`config.mk`:
```
export PLATFORM = sky130hd
export DESIGN_NAME = inst_sequencer_flat
export DESIGN_NICKNAME = d
export VERILOG_FILES = /design/src/rtl/inst_sequencer_pkg.sv /design/src/rtl/inst_sequencer_if.sv /design/src/rtl/inst_sequencer_store.sv /design/src/rtl/inst_sequencer.sv /design/src/flat_wrapper.sv
export SDC_FILE = /design/constraint.sdc
export NUM_CORES = 1
export LEC_CHECK = 0
export CAP_MARGIN = 20
export CORE_AREA = 2 2 257 259
export DETAILED_ROUTE_END_ITERATION = 8
export DIE_AREA = 0 0 259 261
export PLACE_DENSITY = 0.66
export SETUP_SLACK_MARGIN = 0.3
export SLEW_MARGIN = 30
export SYNTH_ARGS = -nofsm -noshare
export SYNTH_HDL_FRONTEND = slang
export SYNTH_HIERARCHICAL = 1
export SYNTH_SLANG_ARGS = --single-unit
```
`constraint.sdc`:
```
create_clock -name bus_clk -period 4 [get_ports bus_clk]
set_input_delay 0.4 -clock bus_clk [delete_from_list [all_inputs] [get_ports bus_clk]]
set_output_delay 0.4 -clock bus_clk [all_outputs]
set_load 0.1 [all_outputs]
```
`src/rtl/inst_sequencer_pkg.sv`:
```
// ============================================================================
// Module      : inst_sequencer_pkg
// Description : Shared instruction-format constants, opcodes and sequencer
//               state encoding for the instruction sequencer slice.
// Revision    : 1.0 - initial release
// ============================================================================
`default_nettype none

package inst_sequencer_pkg;

    localparam int INST_W   = 24;
    localparam int LAST_BIT = 31;

    // Instruction field layout: opcode | dst | src1 | src2/imm
    localparam int OPC_MSB  = 23;
    localparam int OPC_LSB  = 18;
    localparam int DST_MSB  = 17;
    localparam int DST_LSB  = 12;
    localparam int SRC1_MSB = 11;
    localparam int SRC1_LSB = 6;
    localparam int SRC2_MSB = 5;
    localparam int SRC2_LSB = 0;

    localparam logic [5:0] NOP    = 6'b000000;
    localparam logic [5:0] ADD    = 6'b000001;
    localparam logic [5:0] SUB    = 6'b000010;
    localparam logic [5:0] MUL_RR = 6'b000011;
    localparam logic [5:0] MUL_RI = 6'b000111;

    typedef enum logic [1:0] {
        IDLE  = 2'd0,
        LOAD  = 2'd1,
        READY = 2'd2,
        RUN   = 2'd3
    } state_t;

    function automatic logic [5:0] opcode_of(input logic [INST_W-1:0] inst);
        return inst[OPC_MSB:OPC_LSB];
    endfunction

endpackage

`default_nettype wire

```
`src/rtl/inst_sequencer_if.sv`:
```
// ============================================================================
// Module      : inst_sequencer_if
// Description : Host load stream, run control and FU-side instruction bus of
//               the instruction sequencer.
// Revision    : 1.0 - initial release
// ============================================================================
`default_nettype none

interface inst_sequencer_if
    import inst_sequencer_pkg::*;
#(
    parameter int ADDR_W = 5
);

    logic              load_valid;
    logic [31:0]       load_data;
    logic              load_ready;
    logic              start;
    logic              stall;
    logic [INST_W-1:0] inst_out;
    logic              inst_valid;
    logic              busy;
    logic              done;
    logic [ADDR_W:0]   prog_len;
    logic              overflow;

    modport master (
        output load_valid, load_data, start, stall,
        input  load_ready, inst_out, inst_valid, busy, done, prog_len, overflow
    );

    modport slave (
        input  load_valid, load_data, start, stall,
        output load_ready, inst_out, inst_valid, busy, done, prog_len, overflow
    );

endinterface

`default_nettype wire

```
`src/rtl/inst_sequencer_store.sv`:
```
// ============================================================================
// Module      : inst_store
// Description : DEPTH x INST_W distributed RAM, synchronous write and
//               asynchronous read.
// Revision    : 1.0 - initial release
// ============================================================================
`default_nettype none

module inst_store #(
    parameter int DEPTH  = 32,
    parameter int ADDR_W = 5,
    parameter int INST_W = 24
) (
    input  wire logic              bus_clk,
    input  wire logic              i_we,
    input  wire logic [ADDR_W-1:0] i_waddr,
    input  wire logic [INST_W-1:0] i_wdata,
    input  wire logic [ADDR_W-1:0] i_raddr,
    output logic      [INST_W-1:0] o_rdata
);

    // No reset: contents are meaningless until the sequencer reloads them.
    logic [INST_W-1:0] r_mem [DEPTH];

    always_ff @(posedge bus_clk) begin
        if (i_we) begin
            r_mem[i_waddr] <= i_wdata;
        end
    end

    assign o_rdata = r_mem[i_raddr];

endmodule

`default_nettype wire

```
`src/rtl/inst_sequencer.sv`:
```
// ============================================================================
// Module      : inst_sequencer
// Description : Loads a 24-bit program from a 32-bit host stream and replays
//               it to the FU one instruction per cycle, honouring stall.
// Revision    : 1.0 - initial release
// ============================================================================
`default_nettype none

module inst_sequencer
    import inst_sequencer_pkg::*;
#(
    parameter int DEPTH  = 32,
    parameter int ADDR_W = 5
) (
    input  wire logic         bus_clk,
    input  wire logic         bus_rst_n,
    inst_sequencer_if.slave   bus
);

    state_t              r_state, w_state_nxt;
    logic [ADDR_W-1:0]   r_wp, w_wp_nxt;
    logic [ADDR_W-1:0]   r_rp, w_rp_nxt;
    logic [ADDR_W:0]     r_prog_len, w_prog_len_nxt;
    logic                r_overflow, w_overflow_nxt;
    logic                r_load_ready, w_load_ready_nxt;
    logic [INST_W-1:0]   r_inst_out, w_inst_out_nxt;
    logic                r_inst_valid, w_inst_valid_nxt;
    logic                r_done, w_done_nxt;

    logic [ADDR_W-1:0]   w_waddr;
    logic [ADDR_W-1:0]   w_raddr;
    logic [INST_W-1:0]   w_rdata;
    logic                w_last;
    logic                w_take;
    logic                w_last_inst;
    logic                w_unused_bits;

    assign w_last        = bus.load_data[LAST_BIT];
    assign w_unused_bits = ^bus.load_data[30:24];

    // A load restarts at address 0 unless it is continuing an open LOAD.
    assign w_waddr = (r_state == LOAD) ? r_wp : '0;

    // start wins over a simultaneous word in READY; nothing is written in RUN.
    assign w_take = bus.load_valid && r_load_ready && (r_state != RUN) &&
                    !((r_state == READY) && bus.start);

    // Once an instruction is on the output, look one entry ahead for the next.
    assign w_raddr     = r_inst_valid ? (r_rp + ADDR_W'(1)) : r_rp;
    assign w_last_inst = ({1'b0, r_rp} == (r_prog_len - (ADDR_W+1)'(1)));

    inst_store #(
        .DEPTH  (DEPTH),
        .ADDR_W (ADDR_W),
        .INST_W (INST_W)
    ) u_store (
        .bus_clk (bus_clk),
        .i_we    (w_take),
        .i_waddr (w_waddr),
        .i_wdata (bus.load_data[INST_W-1:0]),
        .i_raddr (w_raddr),
        .o_rdata (w_rdata)
    );

    always_comb begin
        w_state_nxt      = r_state;
        w_wp_nxt         = r_wp;
        w_rp_nxt         = r_rp;
        w_prog_len_nxt   = r_prog_len;
        w_overflow_nxt   = r_overflow;
        w_load_ready_nxt = r_load_ready;
        w_inst_out_nxt   = r_inst_out;
        w_inst_valid_nxt = r_inst_valid;
        w_done_nxt       = 1'b0;

        case (r_state)
            IDLE, LOAD: begin
                w_load_ready_nxt = 1'b1;
            end
            READY: begin
                if (bus.start) begin
                    w_state_nxt      = RUN;
                    w_rp_nxt         = '0;
                    w_load_ready_nxt = 1'b0;
                    w_inst_out_nxt   = '0;
                    w_inst_valid_nxt = 1'b0;
                end
            end
            RUN: begin
                if (!bus.stall) begin
                    if (!r_inst_valid) begin
                        w_inst_out_nxt   = w_rdata;
                        w_inst_valid_nxt = 1'b1;
                    end else if (w_last_inst) begin
                        w_inst_out_nxt   = '0;
                        w_inst_valid_nxt = 1'b0;
                        w_done_nxt       = 1'b1;
                        w_state_nxt      = READY;
                        w_load_ready_nxt = 1'b1;
                    end else begin
                        w_rp_nxt       = r_rp + ADDR_W'(1);
                        w_inst_out_nxt = w_rdata;
                    end
                end
            end
            default: begin
                w_state_nxt = IDLE;
            end
        endcase

        if (w_take) begin
            if (r_state == READY) begin
                w_overflow_nxt = 1'b0;
            end
            if (w_last) begin
                w_prog_len_nxt = {1'b0, w_waddr} + (ADDR_W+1)'(1);
                w_state_nxt    = READY;
                w_wp_nxt       = '0;
            end else if (w_waddr == ADDR_W'(DEPTH-1)) begin
                // Store full: keep the word, flag truncation, refuse further words.
                w_overflow_nxt   = 1'b1;
                w_prog_len_nxt   = (ADDR_W+1)'(DEPTH);
                w_state_nxt      = READY;
                w_wp_nxt         = '0;
                w_load_ready_nxt = 1'b0;
            end else begin
                w_wp_nxt    = w_waddr + ADDR_W'(1);
                w_state_nxt = LOAD;
            end
        end
    end

    always_ff @(posedge bus_clk or negedge bus_rst_n) begin
        if (!bus_rst_n) begin
            r_state      <= IDLE;
            r_wp         <= '0;
            r_rp         <= '0;
            r_prog_len   <= '0;
            r_overflow   <= 1'b0;
            r_load_ready <= 1'b0;
            r_inst_out   <= '0;
            r_inst_valid <= 1'b0;
            r_done       <= 1'b0;
        end else begin
            r_state      <= w_state_nxt;
            r_wp         <= w_wp_nxt;
            r_rp         <= w_rp_nxt;
            r_prog_len   <= w_prog_len_nxt;
            r_overflow   <= w_overflow_nxt;
            r_load_ready <= w_load_ready_nxt;
            r_inst_out   <= w_inst_out_nxt;
            r_inst_valid <= w_inst_valid_nxt;
            r_done       <= w_done_nxt;
        end
    end

    assign bus.load_ready = r_load_ready;
    assign bus.inst_out   = r_inst_out;
    assign bus.inst_valid = r_inst_valid;
    assign bus.busy       = (r_state == RUN);
    assign bus.done       = r_done;
    assign bus.prog_len   = r_prog_len;
    assign bus.overflow   = r_overflow;

endmodule

`default_nettype wire

```
`src/flat_wrapper.sv`:
```
// flat-port wrapper written by rule: the top's interface ports become plain ports
module inst_sequencer_flat import inst_sequencer_pkg::*;
#(
    parameter int DEPTH  = 32,
    parameter int ADDR_W = 5
)
  (bus_clk, bus_rst_n, bus_load_valid, bus_load_data, bus_start, bus_stall, bus_load_ready, bus_inst_out, bus_inst_valid, bus_busy, bus_done, bus_prog_len, bus_overflow);
  inst_sequencer_if #(.ADDR_W(ADDR_W)) bus_i ();
  input  wire logic bus_clk;
  input  wire logic bus_rst_n;
  input wire logic [$bits(bus_i.load_valid)-1:0] bus_load_valid;
  input wire logic [$bits(bus_i.load_data)-1:0] bus_load_data;
  input wire logic [$bits(bus_i.start)-1:0] bus_start;
  input wire logic [$bits(bus_i.stall)-1:0] bus_stall;
  output wire logic [$bits(bus_i.load_ready)-1:0] bus_load_ready;
  output wire logic [$bits(bus_i.inst_out)-1:0] bus_inst_out;
  output wire logic [$bits(bus_i.inst_valid)-1:0] bus_inst_valid;
  output wire logic [$bits(bus_i.busy)-1:0] bus_busy;
  output wire logic [$bits(bus_i.done)-1:0] bus_done;
  output wire logic [$bits(bus_i.prog_len)-1:0] bus_prog_len;
  output wire logic [$bits(bus_i.overflow)-1:0] bus_overflow;
  assign bus_i.load_valid = bus_load_valid;
  assign bus_i.load_data = bus_load_data;
  assign bus_i.start = bus_start;
  assign bus_i.stall = bus_stall;
  assign bus_load_ready = bus_i.load_ready;
  assign bus_inst_out = bus_i.inst_out;
  assign bus_inst_valid = bus_i.inst_valid;
  assign bus_busy = bus_i.busy;
  assign bus_done = bus_i.done;
  assign bus_prog_len = bus_i.prog_len;
  assign bus_overflow = bus_i.overflow;
  inst_sequencer #(.DEPTH(DEPTH), .ADDR_W(ADDR_W)) u_core (.bus_clk(bus_clk), .bus_rst_n(bus_rst_n), .bus(bus_i));
endmodule
```
# Word level (Yosys, flattened, before mapping)
# Memory sizes are Yosys's and may differ from the RTL's.
# Cells that the tools add are included.
# W data, S select, Z words.
[totals]
mem_bits_rw = 768
elab_cells = 88
register_bits = 46
n_memories = 1
[op_classes]
n_reduce_logical = 14
n_eq_ne = 14
n_addsub = 4
muxes = 46
[mem_list]
columns = ["memory", "depth", "word_bits", "rd", "rd_ports_with_merged_regs", "wr", "line", "rtl"]
rows = [
  ["u_core.u_store.r_mem", 32, 24, 1, 0, 1, "inst_sequencer_store.sv:23", "logic [INST_W-1:0] r_mem [DEPTH];"],
]
[op_table]
columns = ["operator", "count"]
rows = [
  ["$mux W24", 4],
  ["$pmux W24 S2", 1],
  ["$mux W5", 8],
  ["$mux W1", 20],
  ["$mux W2", 7],
  ["$mux W6", 2],
  ["$add A5 B1 Y5 const B", 2],
  ["$pmux W5 S2", 1],
  ["$reduce_and A5 Y1", 2],
  ["$ne A2 B2 Y1 const B", 4],
  ["$add A5 B1 Y6 const B", 1],
  ["$eq A5 B6 Y1", 1],
  ["$ne A3 B1 Y1 const B", 2],
  ["$sub A6 B1 Y6 const B", 1],
  ["$eq A5 B5 Y1 const B", 1],
  ["$eq A2 B2 Y1 const B", 2],
  ["$logic_and A1 B1 Y1", 4],
  ["$pmux W2 S2", 1],
  ["$reduce_bool A2 Y1", 2],
  ["$ne A3 B2 Y1 const B", 1],
  ["$ne A3 B3 Y1 const B", 1],
  ["$pmux W1 S3", 1],
  ["$reduce_and A3 Y1", 1],
  ["$reduce_bool A3 Y1", 1],
  ["other kinds (7)", 7],
]

# Depth between registers and ports, before layout
# Gate-level depths: netlist of run 1.
[depth]
word_depth = 9
ltp_mapped = 11
ltp_nobuf = 9

# Cells and area by module
# The synthesis of run 1 kept the hierarchy.
[modules_own_cells]
columns = ["module", "n_inst", "area_each_um2", "cells_each"]
rows = [
  ["inst_store", 1, 30002.5, 1687],
  ["inst_sequencer", 1, 2239.6, 203],
]

# Worst setup path after synthesis of run 1
# Ideal clock, no wire load.
[synth_timing]
kind = "register to register"
startpoint = "register u_core.r_load_ready (netlist: u_core/bus.load_ready)"
endpoint = "memory u_core.u_store.r_mem[12][0], enable pin"
setup_time_ns = 0.405
n_path_buf = 1
path_stages_with_launch = 6
setup_slack_ns = 0.326
arrival_time_ns = 3.269
period_less_slack_ns = 3.674
path_cell_list = "dfrtp_1 > nand3_1 > clkinv_1 > or3b_2 > clkbuf_1 > nor2_1"
[synth_between]
elab_chain_cells = 5
[synth_lines]
columns = ["item", "line", "rtl"]
rows = [
  ["from (decl)", "inst_sequencer.sv:25", "logic r_load_ready, w_load_ready_nxt;"],
  ["from (signal assigned)", "inst_sequencer.sv:150", "r_load_ready <= w_load_ready_nxt;"],
  ["$logic_and A1 B1 Y1 (3 in a row)", "inst_sequencer.sv:45", "assign w_take = bus.load_valid && r_load_ready && (r_state != RUN) &&"],
  ["named net u_core.w_take", "inst_sequencer.sv:34", "logic w_take;"],
  ["$mux W1", "inst_sequencer_store.sv:26", "if (i_we) begin"],
  ["$mux W1 (implied by the code)", "inst_sequencer_store.sv:27", "r_mem[i_waddr] <= i_wdata;"],
  ["to (decl)", "inst_sequencer_store.sv:23", ""],
]
# The timed path passes the listed nets, and every way through them passes these cells.

# Final worst setup path of run 1
[layout_timing]
startpoint = "register u_core.r_rp[0]"
endpoint = "register u_core.r_inst_out[14] (netlist: u_core/bus.inst_out[14])"
[layout_between]
elab_chain_cells = 7
[layout_lines]
columns = ["item", "line", "rtl"]
rows = [
  ["from (decl)", "inst_sequencer.sv:22", "logic [ADDR_W-1:0] r_rp, w_rp_nxt;"],
  ["from (signal assigned)", "inst_sequencer.sv:147", "r_rp <= w_rp_nxt;"],
  ["$add A5 B1 Y5 (*)", "inst_sequencer.sv:49", "assign w_raddr = r_inst_valid ? (r_rp + ADDR_W'(1)) : r_rp;"],
  ["$mux W5 (*)", "inst_sequencer.sv:49", ""],
  ["named net u_core.w_raddr[2]", "inst_sequencer.sv:31", "logic [ADDR_W-1:0] w_raddr;"],
  ["$mem_v2 Z32 W24 (*)", "-", ""],
  ["named net u_core.w_rdata[14]", "inst_sequencer.sv:32", "logic [INST_W-1:0] w_rdata;"],
  ["$mux W24", "inst_sequencer.sv:94", "end else if (w_last_inst) begin"],
  ["$mux W24 (*)", "inst_sequencer.sv:91", "if (!r_inst_valid) begin"],
  ["$mux W24 (*)", "inst_sequencer.sv:90", "if (!bus.stall) begin"],
  ["$pmux W24 S2 (*)", "inst_sequencer.sv:76", "case (r_state)"],
  ["to (signal assigned)", "inst_sequencer.sv:151", "r_inst_out <= w_inst_out_nxt;"],
  ["to (decl)", "inst_sequencer.sv:26", "logic [INST_W-1:0] r_inst_out, w_inst_out_nxt;"],
]
# Mark *: on every way through the listed nets, which the timed path passes. The rest lies on a longest branch. The select of a mux whose other input is x is not followed.
# A chain may end at the register's enable or synchronous reset.

==> results.tsv, run 1 <==
stage	metric	value	unit
die	die_x	259	microns
layout	nets	2072	
sta	worstMarginPinSlew	992.9	ps
clocking	clk_pin_slew	60	ps
die	fp-row-count	94	
sta	grt_setup_unrepaired	false	
routing	first_pass_iters	5	
setup_path	crit_required	4510	ps
pwr	ir_drop	0.8754	mV
layout	drive_gt1_share	14.16	%
layout	diodes	0	
clocking	ctsHtreeMaxLevel	3	
clocking	cts_buffer_depth	3	
sta	maxSlewViolCount	0	
pwr	p_per_area	802.7	nW/um^2
yosys	synth_cell_types	50	
setup_path	cp-end-kind	flip-flop	
clocking	clk_latency	630	ps
pwr	total_power	29.49	mW
yosys	netlist_area	32240	sq um
routing	dr_total_vias	17360	
clocking	cts_tree	yes	
setup_path	path_common_cell	a22o_1	
clocking	clkSinkCount	814	
sta	worst_hold_slack	275.9	ps
die	start_util	49.57	%
hold_path	hp-start	bus_load_data[18]	
hold_path	holdPathEnd	u_core/u_store/r_mem[9][18]$_DFFE_PP_	
setup_path	reg2reg_depth	10	
sta	finalSetupViolations	0	
global_route	grt_pass1_wl	111800	microns
sta	maxSlewHeadroom	33.60	%
die	ioPinCount	72	
yosys	yosys_warnings	6	
setup_path	critical_path_arrival	3910	ps
global_route	use_met3	3.620	%
global_route	top_usage_layer	met2	
setup_path	worstSetupPathType	reg -> reg	
yosys	ys_seq_area_share	75.10	%
sta	finalHoldViolations	0	
setup_path	crit_slowest_cell	dfrtp_1	
global_route	use_met1	31.20	%
global_route	met2_usage	37.45	%
sta	tns	0	ps
clocking	cts-root-buf	clkbuf_16	
yosys	syn_inst	1890	
die	die_area	67600	sq um
placement	gp_congestion	0.8293	
yosys	ys.flop_type	edfxtp_1	
global_route	grt_max_degree	96	
routing	drt_iter0_markers	1534	
outcome	outcome	complete, no violations	
yosys	synth_nets	1931	
setup_path	r2r-end	u_core/bus.inst_out[14]$_DFFE_PN0P_	
routing	wl	75700	microns
die	die-height	261	microns
layout	syn_to_final_growth	13.95	%
setup_path	r2r-start	u_core/r_rp[0]$_DFFE_PN0P_	
sta	period_needed	3402	ps
clocking	cts_setup_buffers	0	
hold_path	hold_path_class	in -> reg	
yosys	async_reset_ff_share	5.651	%
routing	drc	0	
yosys	synth_edf_count	768	
clocking	cts_buffers	82	
setup_path	crit_path_cell_trace	ha_1 -> nand2_1 -> xnor2_1 -> and2_4 -> buf_4 -> a22o_1 -> nor3_1 -> a31oi_1 -> nand3_1 -> a22o_1	
setup_path	startpoint_type	flip-flop	
setup_path	r2r_slack	600	ps
setup_path	max_stage_delay	550	ps
yosys	syn_area_per_cell	17.06	sq um
global_route	grt.overflow.total	0	
sta	fmax	294.0	MHz
die	coreArea	65040	sq um
routing	viasPerCell	5.862	
global_route	grt_pass1_vias	17260	
global_route	grtUsageTotal	22.61	%
global_route	antenna_found_initial	1	
pwr	leakagePower	13.12	nW
hold_path	holdPathStages	1	
setup_path	worstPathMaxFanout	20	
sta	clock_skew	22.50	ps
routing	final_antenna_net_count	0	
placement	port_buffers	64	
job	cap_violations	0	
yosys	ys_seq_elements	814	
placement	dp_hpwl	44910	microns
sta	fin_crit_sh	85.04	%
routing	wl_per_cell	25.56	microns
[placed cells by master, fill, tap and decap left out, types with 8 or more instances in the layout]
cell type,instances
clkbuf_16,83
clkinv_2,13
a31oi_1,26
o21ai_0,10
nand3_1,81
clkbuf_1,22
dfrtp_1,46
buf_4,91
buf_2,30
nor3_1,27
xnor2_1,10
a22oi_1,73
a21oi_1,75
nor2_1,8
edfxtp_1,768
buf_12,10
clkinv_1,16
a22o_1,69
mux2i_1,384
nand2_1,94
clkdlybuf4s50_1,34
nor2_2,32
[sequential cells by signal (all words and copies together), names as in the netlist]
| name | count |
|---|---|
| u_core/bus.load_ready | 1 |
| u_core/r_rp | 5 |
| u_core/bus.inst_valid | 1 |
| u_core/bus.inst_out | 24 |
| u_core/r_wp | 5 |
| u_core/u_store/r_mem | 768 |
| u_core/bus.overflow | 1 |
| u_core/r_state | 2 |
| u_core/bus.done | 1 |
| u_core/bus.prog_len | 6 |
[per-stage QoR]
stage               utilization (%)  instances  setup slack [ps]  area (sq um)
finish                        56.49       2961             598.4         36740
global route                  56.49       2961             456.2         36740
CTS                           56.55       2961             591.5         36780
detailed placement            52.56       2810             611.4         34180
global placement              52.72       2810             665.1         34290
floorplan                         -       1890             326.0         32240
[power by group]
group / internal [mW] / total (mW) / switching [mW]
logic: 4.60 / 12.3 / 7.69
clock network: 4.29 / 7.37 / 3.08
registers: 9.54 / 9.83 / 0.287
total: 18.4 / 29.5 / 11.1
[how the worst max path moves through the flow]
| stage | cells past startpoint | start | endpoint | slack [ps] |
|---|---|---|---|---|
| after global routing | 10 | u_core/r_rp[0]$_DFFE_PN0P_ | u_core/bus.inst_out[21]$_DFFE_PN0P_ | 460 |
| after global placement | 10 | u_core/r_rp[0]$_DFFE_PN0P_ | u_core/bus.inst_out[14]$_DFFE_PN0P_ | 670 |
| after detailed placement | 10 | u_core/r_rp[0]$_DFFE_PN0P_ | u_core/bus.inst_out[14]$_DFFE_PN0P_ | 610 |
| final | 10 | u_core/r_rp[0]$_DFFE_PN0P_ | u_core/bus.inst_out[14]$_DFFE_PN0P_ | 600 |
| after CTS | 10 | u_core/r_rp[0]$_DFFE_PN0P_ | u_core/bus.inst_out[14]$_DFFE_PN0P_ | 590 |
| after floorplan | 5 | u_core/bus.load_ready$_DFF_PN0_ | u_core/u_store/r_mem[12][0]$_DFFE_PP_ | 330 |
[per-layer routing]
metal | vias up | wire length, microns | share of wire (%)
met2 | 599 | 36680 | 48
li1 | 7742 | - | -
met1 | 8898 | 32320 | 43
met3 | 118 | 4939 | 6.5
met4 | 0 | 1750 | 2.3
met5 | - | 0 | 0
[what timing repair did]
action / CTS / global route
hold buffers: 1 / 0
gates resized for setup: 0 / 0
endpoints found under the setup margin: 0 / 0
hold endpoints to repair: 22 / 0
[synthesized netlist by cell type (all sizes together) (4+ instances only)]
cell type,count,area [sq um]
nand3,81,405.4
nand2,94,352.8
inv,7,26.28
nor2,41,153.9
a31oi,26,162.7
a22oi,73,548.0
o21ai,11,58.81
edfxtp,768,23060
nor2b,6,37.54
dfrtp,46,1151
clkbuf,36,138.9
xnor2,10,87.58
a22o,74,654.4
a21oi,75,375.4
xor2,5,43.79
and2,7,45.05
buf,73,541.8
mux2i,384,3844
ha,4,50.05
nor3,28,145.1
nand3b,6,45.04
[final cells by class]
type / instances / area [sq um]
clock buffer: 109 / 2215
sequential: 814 / 24210
fill: 4914 / 28300
inverter: 8 / 30.03
multi-input combinational: 959 / 7445
clock inverter: 41 / 372.9
timing repair buffer: 166 / 1384
tap: 864 / 1081
[critical path: cells and delay by family (launching register included)]
family / cells / cell delay, ps
AOI/OAI and AO/OA: 3 / 700
xor gates and xnor gates: 1 / 500
adders and majority gates: 1 / 300
buffers and inverters: 1 / 400
DFF: 1 / 550
and+or+nand+nor: 4 / 810
[logic make-up after synthesis]
family / count (synthesis) / synth area share (%)
AO/OA/AOI/OAI: 274 / 6.050
XOR/XNOR: 15 / 0.4074
multiplexers: 385 / 11.96
adder cells (fa/ha/maj): 4 / 0.1552
buffers and inverters: 117 / 2.204
AND/OR/NAND/NOR: 281 / 4.129
flip-flops: 814 / 75.10
(Power assumes the default switching activity.)
==> run 2: changes to the inputs <==
==> constraint.sdc (replaced) <==
create_clock -name bus_clk -period 4 [get_ports bus_clk]
set_input_delay 0.8 -clock bus_clk [delete_from_list [all_inputs] [get_ports bus_clk]]
set_output_delay 0.8 -clock bus_clk [all_outputs]
set_load 0.1 [all_outputs]
==> run 2 against run 1 <==
  * Clock power rose by 2.7%
  * Sequential cell count did not move
  * Total power rose by 0.63%
  * Routed wire length fell by 0.57%
  * Global-route usage fell by 0.14 points
  * Die area did not move
  * Non-clock buffer count fell by 1
  * Count of clock-buffer cells in the layout rose by 1
  * Critical path type unchanged
  * Critical endpoint is now u_core/bus.inst_out[13]$_DFFE_PN0P_
==> results.tsv, run 2 (same netlist as run 1, synthesis figures left out) <==
stage	metric	value	unit
routing	drc	0	
die	fp-row-count	94	
global_route	grt_pass1_vias	17460	
routing	wl	75270	microns
sta	tns	0	ps
pwr	ir_drop	0.6916	mV
clocking	cts_tree	yes	
sta	grt_setup_unrepaired	false	
setup_path	critical_path_arrival	3980	ps
sta	worstMarginPinSlew	1003	ps
layout	diodes	0	
routing	final_antenna_net_count	0	
global_route	grt_max_degree	89	
layout	nets	2071	
sta	finalSetupViolations	0	
clocking	clk_latency	630	ps
die	coreArea	65040	sq um
pwr	power_switching	11.07	mW
sta	fin_crit_sh	86.49	%
placement	gp_congestion	0.8190	
pwr	internal_power	18.60	mW
placement	port_buffers	64	
routing	wl_per_cell	25.42	microns
setup_path	worstPathMaxFanout	41	
layout	instances_no_fill	2961	
clocking	cts_setup_buffers	0	
sta	fmax	289.0	MHz
outcome	outcome	complete, no violations	
layout	final_common_cell	edfxtp_1	
die	die_x	259	microns
layout	max_flop_register	u_core/u_store/r_mem	
die	die-height	261	microns
routing	first_pass_iters	6	
sta	period_needed	3460	ps
sta	finalHoldViolations	0	
layout	syn_to_final_growth	14.35	%
pwr	combPwrFrac	41.4	%
clocking	ctsHoldBuffers	0	
global_route	antenna_found_initial	0	
setup_path	crit_required	4520	ps
global_route	grtUsageTotal	22.47	%
pwr	seq_power_share	33.1	%
pwr	power_frac_clock	25.5	%
clocking	ctsResizeCount	0	
clocking	cts-root-buf	clkbuf_16	
sta	clock_skew	31.45	ps
layout	largest_register_ffs	768	
routing	dr_total_vias	17360	
pwr	leakagePower	13.17	nW
routing	viasPerCell	5.863	
die	die_area	67600	sq um
routing	drt_iter0_markers	1453	
layout	final_cell_mix	768 x edfxtp_1, 384 x mux2i_1, 94 x nand2_1	
pwr	sw_frac_of_total	37.32	%
layout	drive_gt1_share	14.31	%
clocking	cts_buffers	82	
die	ioPinCount	72	
pwr	p_per_area	805.0	nW/um^2
sta	maxSlewViolCount	0	
die	start_util	49.57	%
setup_path	worstSetupPathType	reg -> reg	
setup_path	startpoint_type	flip-flop	
placement	dpl.cell_count	2810	
hold_path	hold_path_class	in -> async	
clocking	clkSinkCount	814	
clocking	cts_buffer_depth	3	
global_route	grt_pass1_wl	111300	microns
clocking	clk_pin_slew	60	ps
placement	dp_hpwl	44120	microns
sta	maxSlewHeadroom	32.92	%
job	cap_violations	0	
setup_path	cp-end-kind	flip-flop	
global_route	grt.overflow.total	0	
clocking	ctsHtreeMaxLevel	3	
[run 2: worst paths after layout]
kind	from	to	slack, ps	depth (start not counted)
max	u_core/r_rp[0]$_DFFE_PN0P_	u_core/bus.inst_out[13]$_DFFE_PN0P_	540	10
min	bus_rst_n	u_core/r_wp[1]$_DFFE_PN0P_	160	1
max reg2reg	u_core/r_rp[0]$_DFFE_PN0P_	u_core/bus.inst_out[13]$_DFFE_PN0P_	540	10
min reg2reg	u_core/bus.inst_out[15]$_DFFE_PN0P_	u_core/bus.inst_out[15]$_DFFE_PN0P_	510	1
max in group asynchronous	bus_rst_n	u_core/bus.inst_out[22]$_DFFE_PN0P_	2970	2
min in group bus_clk	u_core/bus.inst_out[15]$_DFFE_PN0P_	u_core/bus.inst_out[15]$_DFFE_PN0P_	510	1
[run 2: power by group through the flow]
stage	Sequential, mW	Combinational (mW)	Clock, mW
floorplan	10.9	8.16	0
global placement	9.98	12.2	0
detailed placement	9.99	12.3	0
CTS	9.81	12.3	7.70
global route	9.84	13.1	8.03
finish	9.82	12.3	7.57
[run 2: stage by stage]
| stage | hold slack [ps] | worst slack, ps | utilization [%] | instance area (sq um) | power [mW] |
|---|---|---|---|---|---|
| after floorplan | 445.4 | 326.0 | - | 32240 | 19.03 |
| after global placement | 473.8 | 561.3 | 52.77 | 34320 | 22.15 |
| after detailed placement | 488.6 | 520.1 | 52.67 | 34260 | 22.25 |
| after CTS | 147.2 | 596.7 | 56.79 | 36940 | 29.80 |
| after global routing | 179.6 | 349.1 | 56.69 | 36870 | 30.92 |
| final | 164.1 | 540.2 | 56.69 | 36870 | 29.68 |
[run 2: critical path, cell delays in order (launching register included)]
cell	delay, ps
dfrtp_1	560
ha_1	300
nand2_1	90
xnor2_1	500
nor2b_4	280
buf_12	250
a22o_1	180
nor3_1	70
a31oi_1	400
nand3_1	380
a22o_1	310
[run 2: area by class of cell]
cell class	count	area [sq um]
Multi-Input combinational cell	959	7445
Fill cell	4915	28170
Clock inverter	41	441.7
Timing Repair Buffer	165	1419
Sequential cell	814	24210
Inverter	8	30.03
Clock buffer	110	2240
Tap cell	864	1081
[run 2: routing by layer]
| layer | track usage (%) | vias to the layer above | part of all wire [%] |
|---|---|---|---|
| met4 | 7.081 | 0 | 2.6 |
| met2 | 37.15 | 550 | 49 |
| met3 | 3.571 | 127 | 5.6 |
| met1 | 30.84 | 8947 | 43 |
| li1 | - | 7736 | - |
| met5 | 0 | - | 0 |
